===== src/rtl/div_unit.sv =====
// div_unit: 32-bit iterative restoring divider for div.w/mod.w/div.wu/mod.wu
//   clk, rst (async, active-low); start/op/a/b/rd_in request; cancel flush
//   busy while computing; done pulse with registered result, rd_out, we_out
//   Define DIV_UNIT_FAST_SPECIAL_EN to let b==0, b==1 and signed overflow skip the iteration.
module div_unit (
  input  logic        clk,
  input  logic        rst,
  input  logic        start,
  input  logic [1:0]  op,
  input  logic [31:0] a,
  input  logic [31:0] b,
  input  logic [4:0]  rd_in,
  input  logic        cancel,
  output logic        busy,
  output logic        done,
  output logic [31:0] result,
  output logic [4:0]  rd_out,
  output logic        we_out
);
  typedef enum logic [1:0] {IDLE, CALC, FIX, DONE} state_t;
  state_t state, state_n;
  logic [31:0] q, d, aa, bb, qf, rf, res;
  logic [32:0] r;
  logic [33:0] rs, diff;
  logic [4:0] cnt, rd;
  logic mod, sa, sb, bz, sgn, ge, accept;
  assign sgn    = ~op[1];
  assign aa     = (sgn && a[31]) ? -a : a;
  assign bb     = (sgn && b[31]) ? -b : b;
  assign accept = start && !cancel && (state == IDLE || state == DONE);
  assign busy   = state == CALC || state == FIX;
  assign done   = state == DONE;
  assign rs     = {r, q[31]};
  assign diff   = rs - {2'b0, d};
  assign ge     = !diff[33];
  // b==0 already yields an all-ones quotient from the iteration; leave it un-negated.
  assign qf     = (sa ^ sb && !bz) ? -q : q;
  assign rf     = sa ? -r[31:0] : r[31:0];
`ifdef DIV_UNIT_FAST_SPECIAL_EN
  logic sp;
  logic [31:0] araw;
  // q still holds |a| on the bypass cycle, so the raw dividend is recovered from its sign.
  assign araw = sa ? -q : q;
  assign res  = sp ? (mod ? (bz ? araw : 32'd0) : (bz ? 32'hFFFF_FFFF : araw)) : (mod ? rf : qf);
`else
  assign res  = mod ? rf : qf;
`endif
  always_ff @(posedge clk or negedge rst)
    if (!rst) state <= IDLE;
    else state <= state_n;
  always_comb begin
    state_n = state;
    if (cancel) state_n = IDLE;
    else
      case (state)
        IDLE, DONE: state_n = start ? CALC : IDLE;
`ifdef DIV_UNIT_FAST_SPECIAL_EN
        CALC: state_n = sp ? DONE : (cnt == 5'd31 ? FIX : CALC);
`else
        CALC: state_n = cnt == 5'd31 ? FIX : CALC;
`endif
        default: state_n = DONE;
      endcase
  end
  always_ff @(posedge clk or negedge rst)
    if (!rst) begin
      q <= '0;
      d <= '0;
      r <= '0;
      cnt <= '0;
      rd <= '0;
      mod <= 1'b0;
      sa <= 1'b0;
      sb <= 1'b0;
      bz <= 1'b0;
      result <= '0;
      rd_out <= '0;
      we_out <= 1'b0;
`ifdef DIV_UNIT_FAST_SPECIAL_EN
      sp <= 1'b0;
`endif
    end else begin
      if (accept) begin
        q <= aa;
        d <= bb;
        r <= '0;
        cnt <= '0;
        rd <= rd_in;
        mod <= op[0];
        sa <= sgn && a[31];
        sb <= sgn && b[31];
        bz <= b == 32'd0;
`ifdef DIV_UNIT_FAST_SPECIAL_EN
        sp <= b == 32'd0 || b == 32'd1 || (sgn && a == 32'h8000_0000 && b == 32'hFFFF_FFFF);
`endif
      end else if (state == CALC) begin
        q <= {q[30:0], ge};
        r <= ge ? diff[32:0] : rs[32:0];
        cnt <= cnt + 5'd1;
      end
      we_out <= state_n == DONE && rd != 5'd0;
      if (state_n == DONE) begin
        result <= res;
        rd_out <= rd;
      end
    end
endmodule


===== config.mk =====
export PLATFORM = sky130hd
export DESIGN_NAME = div_unit
export DESIGN_NICKNAME = d
export VERILOG_FILES = /design/src/rtl/div_unit.sv
export SDC_FILE = /design/constraint.sdc
export NUM_CORES = 1
export LEC_CHECK = 0
export CAP_MARGIN = 20
export CORE_MARGIN = 10
export CORE_UTILIZATION = 50
export DETAILED_ROUTE_END_ITERATION = 16
export GPL_TIMING_DRIVEN = 0
export PLACE_DENSITY = 0.84
export SLEW_MARGIN = 20
export SYNTH_ARGS = -nofsm -noshare
export SYNTH_HDL_FRONTEND = slang
export SYNTH_SLANG_ARGS = --single-unit
export TNS_END_PERCENT = 50

===== constraint.sdc =====
create_clock -name clk -period 8.7 [get_ports clk]
set_clock_uncertainty 0.15 [all_clocks]
set_input_delay 1.74 -clock clk [delete_from_list [all_inputs] [get_ports clk]]
set_output_delay 1.74 -clock clk [all_outputs]
set_load 0.02 [all_outputs]

* Yosys cells after proc, flatten, opt, wreduce, memory -nomap -nowiden
Cells that the tools add are included.
** Operators by class
- Add/sub/neg operators :: 6
- Equal/unequal tests :: 5
- Muxes and demuxes :: 16
- Bitwise logic cells :: 2
- Reduce and logical (&&, ||, !) cells :: 16
** Operators with widths (count)
- 32-bit 2-to-1 mux :: 7
- 32-bit negation :: 4
- 33-bit 2-to-1 mux :: 3
- 34-bit by 32-bit subtractor with 34-bit output :: 1
- 32-bit zero test :: 1
- 5-bit 2-to-1 mux :: 2
- 2-bit == test, second input constant :: 3
- 1-bit logical AND :: 6
- 5-bit by 1-bit adder with 5-bit output, second input constant :: 1
- 5-bit == test, second input constant :: 1
- 5-bit nonzero test :: 1
- 2-bit 2-to-1 mux :: 2
- 2-bit one-hot mux with 2 select lines :: 1
- 1-bit zero test :: 3
- 2-bit by 1-bit == test with 1-bit output, second input constant :: 1
- 2-bit zero test :: 1
- 1-bit logical OR :: 2
- 2-bit nonzero test :: 1
- 2-bit OR reduction :: 1
- 1-bit 2-to-1 mux :: 1
- 1-bit NOT :: 1
- 1-bit XOR :: 1
** Storage, ports and cells
- Register bits :: 151
- Input bits :: 75

* Logic depth before layout (Yosys ltp)
Gate-level depths: netlist of run 1.
- Word-level depth :: 6
- Gate-level depth with buffers :: 14

* Least setup slack after synthesis of run 1
OpenSTA, ideal clock, no wires.
- Path type :: input-to-reg
- From :: input port a[8]
- To :: register q[30]
- Data arrival time :: 3.786 ns
- Slack :: 4.626 ns
- Stages :: 9
- Path buffers :: 0
- Path through :: or4_1 nor4_2 and4bb_2 nand2_1 nor4_2 nand2_1 o41ai_1 xor2_1 a21oi_1
** Between the ends
- Longest elaborated chain between the ends :: 3
** Ends and longest elaborated chain
- start: declaration :: line 10 : input logic [31:0] a,
- 32-bit negation :: line 28 : assign aa = (sgn && a[31]) ? -a : a;
- 32-bit 2-to-1 mux :: line 28
- 32-bit 2-to-1 mux :: line 83 : if (accept) begin
- end signal: assignment :: line 97 : q <= {q[30:0], ge};
- end: declaration :: line 22 : logic [31:0] q, d, aa, bb, qf, rf, res;
No other way between the ends.
A chain may end at the register's enable or synchronous reset.

* Worst setup path in the final report of run 1
Ends and elaborated chain as after synthesis.

==> reports/metrics.yaml, run 1 <==
grt_util_met1_pct: 28.05
clk_pin_slew_ns: 0.06
synth_top_area_cell: "dfrtp_1"
clkPwrFrac_pct: 18.5
internal_power_w: 0.002307
post_cts_resized: 0
die_h_um: 168.1
cap_viol_max_count: 0
grt_pass1_wl_um: 52920
port_buffers: 114
core_um2: 21690
syn-cell-area_um2: 10970
drive_above_1_share_pct: 3.978
finalSetupTns_ns: 0
cp-start-kind: "input pin"
p_switching_w: 0.001865
area_delta_synth_final_pct: 19.44
path_cells: "clkdlybuf4s50_1, or4_1, nor4_2, and4bb_2, nand2_1, nor4_2, nand2_1, o41ai_1, xor2_1, a21oi_1"
muxShareOfSynthArea_pct: 5.257
wire_per_inst_um: 18.68
p_leak_nw: 5.504
wirelength_um: 32940
ant_nets: 0
ys_warn_count: 0
post-dp-hpwl_um: 25270
setup_viol: 0
post-synth-top-count-cell: "nand2_1"
die_x_um: 168.1
worst_ep_required_time_ns: 8.84
cp_num_buf_inv: 1
start_util_pct: 50.59
synth-edff-count: 0
cts-root-buf: "clkbuf_16"
track_usage_pct: 22.56
fillCellCount: 1875
r2r_cells: 13
max_freq_mhz: 219.8
ctsLongestPathBuffers: 2
hold_depth: 2
power_frac_seq_pct: 28.0
rsz0062_at_grt: "false"
power_per_cell_area_nw_per_um2: 318.3
ys.flop_type: "dfrtp_1"
cts_num_sinks: 151
cts_max_level: 4
die_area_um2: 28270
antenna_found_initial: 0
synth-xor-area-share_pct: 11.81
grt_pass1_vias: 10333
synthSimpleGateAreaFrac_pct: 17.36
outcome: "finished, final reports clean"
rows: 54
min_period_ns: 4.550
drtIter0Drc: 957
path_class: "input pin to register"
met3_usage_pct: 4.936
use_met2_pct: 37.82
synthCells: 1336
path_depth: 10
synth_compound_gate_area_share_pct: 21.63
crit_family: "simple AND/OR/NAND/NOR gates"
yosysUniqueCellTypes: 64
routed_via_density: 5.995
synth_area_leaders: "dfrtp_1, o21ai_0, nand2_1"
cts_buffers: 17
antenna_cells: 0
synth_top_area_share_pct: 34.44
stdcell_area_um2: 13110
drc_errors: 0
hp-class: "register to register"
postCtsSetupRepairBufs: 0
critical_path.max_fanout: 4
grt_max_degree: 100
swShare_pct: 44.70
vdd_drop_max_mv: 0.2028
vias: 10570
synthArstFlopShare_pct: 100.0
nets: 1587
worstMarginPinSlew_ns: 0.8776
multi_input_area_um2: 6684
busiest_layer: "met2"
hold_viol: 0
cts_hold_repair.buffers: 0
cts_tree: "built"
drt_pass1_iterations: 6
syn_area_per_cell_um2: 8.212
crit_arrival_ns: 4.69
p_comb_share_pct: 53.4
synth_adder_area_share_pct: 4.858
max_slew_margin_pct: 41.50
place_congestion: 0.9308
regArea_um2: 3779
ys_seq_area_share_pct: 34.44
ys_ff_latch: 151
ios: 115
crit_path_end_kind: "register"
dpl_cell_area_um2: 12500
syn_nets: 1453
overflow: 0
slew_viol_final: 0
ys_top_cells_by_count: "nand2_1, o21ai_0, dfrtp_1"
clk_latency_ns: 0.43
max_stage_delay_ns: 0.62
synth_top_family_by_area: "compound AO/OA/AOI/OAI gates"
period_share_pct: 52.30
critPathSlowestCell: "or4_1"
state kept, by name, indices dropped and copies added, names as in the netlist, 2 cells and up:
| signal | cells |
|---|---|
| r | 33 |
| d | 32 |
| q | 32 |
| result | 32 |
| cnt | 5 |
| rd | 5 |
| rd_out | 5 |
| state | 2 |
per-stage QoR:
step / cells / total power, W / utilization, % / worst slack (ns) / hold WS [ns]
4_1_cts: 1763 / 0.004126 / 60.42 / 4.181 / 0.3354
6_report: 1763 / 0.004172 / 60.42 / 4.150 / 0.3303
3_5_place_dp: 1731 / 0.003335 / 57.62 / 3.728 / 0.3213
2_1_floorplan: 1336 / 0.002741 / - / 4.626 / 0.2998
3_3_place_gp: 1730 / 0.003278 / 57.47 / -0.2907 / 0.3127
5_1_grt: 1763 / 0.004448 / 60.42 / 3.892 / 0.3516
worst min-delay path, stage by stage, from the launching register on:
cell and delay, ns:
dfrtp_1 0.34, nand2_1 0.04, o21ai_0 0.06
cells by family after synthesis:
| kind of cell | Yosys count |
|---|---|
| AOI/OAI and AO/OA | 404 |
| xor gates and xnor gates | 148 |
| adders and majority gates | 42 |
| buffers and inverters | 129 |
| muxes | 57 |
| and+or+nand+nor | 405 |
| DFF | 151 |
path summary, 6_finish.rpt:
check                          start         to  slack (ns)
min in group asynchronous        rst     cnt[3]        1.07
max                             a[8]      q[30]        4.15
max reg2reg                    q[31]      r[32]        4.83
max in group asynchronous        rst  result[1]        6.50
min                        result[1]  result[1]        0.33
min reg2reg                result[1]  result[1]        0.33
cells in the final DEF, fill, tap and decap left out, types with 14 or more instances in the layout:
cell / n
nand2_1: 190
clkdlybuf4s50_1: 113
inv_1: 56
xor2_1: 74
nand3_1: 18
xnor2_1: 74
a31oi_1: 22
clkbuf_1: 61
nor4_1: 14
ha_1: 41
nor2b_1: 14
mux2i_1: 52
dfrtp_1: 151
o31ai_1: 25
a21oi_1: 99
o21ai_0: 185
nor2_1: 79
clkbuf_16: 17
cell type report:
| type | count | area share, % |
|---|---|---|
| well taps | 280 | 2.673 |
| flip-flops and latches | 151 | 28.83 |
| plain buffers | 73 | 2.282 |
| clock buffers | 22 | 3.542 |
| clock inverters | 10 | 1.108 |
| repair buffers | 115 | 8.956 |
| inverters | 56 | 1.604 |
| multi-input cells | 1056 | 51.00 |
power groups by stage:
stage,combinational (W),sequential (W),clock (W)
finish,0.00223,0.00117,0.000774
global route,0.00245,0.00119,0.000810
floorplan,0.00163,0.00111,0
global placement,0.00212,0.00116,0
CTS,0.00219,0.00116,0.000777
detailed placement,0.00217,0.00117,0
per-layer routing:
metal,vias up,wire length (um)
li1,4968,-
met1,5098,13570
met2,438,15940
met3,66,2521
met4,0,911
met5,-,0
Note: power is estimated with default switching activity, not from simulation.
==> inputs of run 2 (changes only) <==
--- a/config.mk
+++ b/config.mk
@@ -10,7 +10,7 @@
 export CORE_UTILIZATION = 50
 export DETAILED_ROUTE_END_ITERATION = 16
 export GPL_TIMING_DRIVEN = 0
-export PLACE_DENSITY = 0.84
+export PLACE_DENSITY = 0.87
 export SLEW_MARGIN = 20
 export SYNTH_ARGS = -nofsm -noshare
 export SYNTH_HDL_FRONTEND = slang
==> constraint.sdc (replaced) <==
create_clock -name clk -period 3.8 [get_ports clk]
set_clock_uncertainty 0.15 [all_clocks]
set_input_delay 0.76 -clock clk [delete_from_list [all_inputs] [get_ports clk]]
set_output_delay 0.76 -clock clk [all_outputs]
set_load 0.02 [all_outputs]
==> run 2 against run 1 <==
Against the previous run: sequential share of layout area is 0.19 points lower; sequential cell count unchanged; global-route usage up 0.35 points.
==> reports/metrics.yaml, run 2 (synthesis gave the netlist of run 1 again) <==
cp-start-kind: "register"
max_slew_margin_pct: 38.93
path_class: "register to register"
crit_arrival_ns: 3.82
clk_pin_slew_ns: 0.06
wire_per_inst_um: 19.18
max_freq_mhz: 275.0
place_ws_ns: -0.2569
cts_num_sinks: 151
nets: 1590
vias: 10671
top_register: "r"
crit_path_end_kind: "register"
track_usage_pct: 22.92
layout_common_cells: "nand2_1, o21ai_0, dfrtp_1, clkdlybuf4s50_1, a21oi_1"
path_cells: "inv_1, ha_1, inv_1, fa_1, a21oi_2, o211ai_1, nand3_1, a21oi_1, o31ai_4, o21a_1, o31ai_1, nor4_1, nor4_1"
crit_family: "compound AO/OA/AOI/OAI gates"
cts_tree: "built"
slew_viol_final: 0
design_power_total_w: 0.009694
drtIter0Drc: 944
r2r-start: "q[31]"
core_um2: 21690
crit_start: "q[31]"
period_share_pct: 95.69
r2r_setup_slack_ns: 0.16
grt_pass1_wl_um: 53630
routed_via_density: 6.042
port_buffers: 114
cts_buffers: 17
fillCellCount: 1855
wirelength_um: 33870
start_util_pct: 50.59
power_per_cell_area_nw_per_um2: 735.0
setup_viol: 0
stdcell_area_um2: 13190
cts-root-buf: "clkbuf_16"
crit_path_end: "r[32]"
hold_viol: 0
ctsLongestPathBuffers: 2
outcome: "finished, final reports clean"
cap_viol_max_count: 0
max_stage_delay_ns: 0.42
antenna_found_initial: 0
critical_path.max_fanout: 5
ant_nets: 0
worstMarginPinSlew_ns: 0.9161
post-dp-hpwl_um: 25640
critPathSlowestCell: "dfrtp_1"
area_delta_synth_final_pct: 20.22
clk_latency_ns: 0.44
worst_ep_required_time_ns: 3.98
fin_ws_ns: 0.1638
drt_pass1_iterations: 8
dpl_cell_area_um2: 12500
die_h_um: 168.1
antenna_cells: 0
place_congestion: 0.9203
hp-class: "input pin to asynchronous set/reset pin"
cp_num_buf_inv: 2
overflow: 0
die_area_um2: 28270
layout_commonest_cell: "nand2_1"
r2r-end: "r[32]"
fin_cells: 1766
grt_max_degree: 86
ios: 115
dp_cells: 1731
path_depth: 13
cts_max_level: 4
grt_pass1_vias: 10484
rows: 54
p_leak_nw: 5.539
vdd_drop_max_mv: 0.4417
drc_errors: 0
min_period_ns: 3.636
r2r_cells: 13
die_x_um: 168.1
drive_above_1_share_pct: 4.509
largest_reg_flops: 33
[run 2: cell count changes in the layout (fill, tap and decap cells not counted), sizes merged]
cell / before / now
buf: 17 / 20
clkinv: 1 / 3
clkinvlp: 5 / 2
inv: 57 / 58
[run 2: worst min path at each step]
stage	cells after the start	to	start
after floorplan	2	d[10]	d[10]
after global placement	2	d[10]	d[10]
after CTS	1	result[30]	rst
final	1	result[30]	rst
after detailed placement	2	d[5]	d[5]
after global routing	1	result[30]	rst
[run 2: where the power goes]
| part | total [W] | switching [W] | internal [W] |
|---|---|---|---|
| logic | 0.00520 | 0.00299 | 0.00221 |
| registers | 0.00268 | 0.000646 | 0.00204 |
| clock network | 0.00181 | 0.000721 | 0.00109 |
[run 2: metrics by stage]
stage / TNS [ns] / util [%] / hold slack (ns)
global placement: -633.12 / 57.47 / 0.3149
finish: 0 / 60.82 / 0.1314
detailed placement: -1.272 / 57.62 / 0.3214
CTS: 0 / 60.48 / 0.1419
global route: -0.06225 / 60.82 / 0.1570
floorplan: 0 / - / 0.2998
[run 2: final cells by class]
cell class / instances / area, um^2 / area share [%]
clock inverters: 10 / 141.4 / 1.072
plain buffers: 73 / 299.0 / 2.267
repair buffers: 118 / 1196 / 9.068
flip-flops and latches: 151 / 3779 / 28.65
clock buffers: 22 / 474.2 / 3.595
well taps: 280 / 350.3 / 2.656
multi-input cells: 1056 / 6740 / 51.10
inverters: 56 / 210.2 / 1.594
[run 2: worst reg2reg max path: stages, from the launching register on]
cell	delay, ns
dfrtp_1	0.42
inv_1	0.12
ha_1	0.26
inv_1	0.09
fa_1	0.24
a21oi_2	0.10
o211ai_1	0.38
nand3_1	0.22
a21oi_1	0.42
o31ai_4	0.17
o21a_1	0.29
o31ai_1	0.34
nor4_1	0.09
nor4_1	0.25
[run 2: timing repair]
action / 4_1_cts / 5_1_grt
hold buffers: 0 / 0
pin swaps: 0 / 3
setup endpoints to repair: 2 / 23
gates resized for setup: 1 / 7
setup buffers: 0 / 3
[run 2: metal layers]
| metal | wire (um) | vias to the layer above | global-route usage [%] |
|---|---|---|---|
| li1 | - | 4980 | - |
| met1 | 13960 | 5170 | 28.23 |
| met2 | 16510 | 438 | 39.02 |
| met3 | 2397 | 83 | 4.517 |
| met4 | 1001 | 0 | 7.949 |
| met5 | 0 | - | 0 |
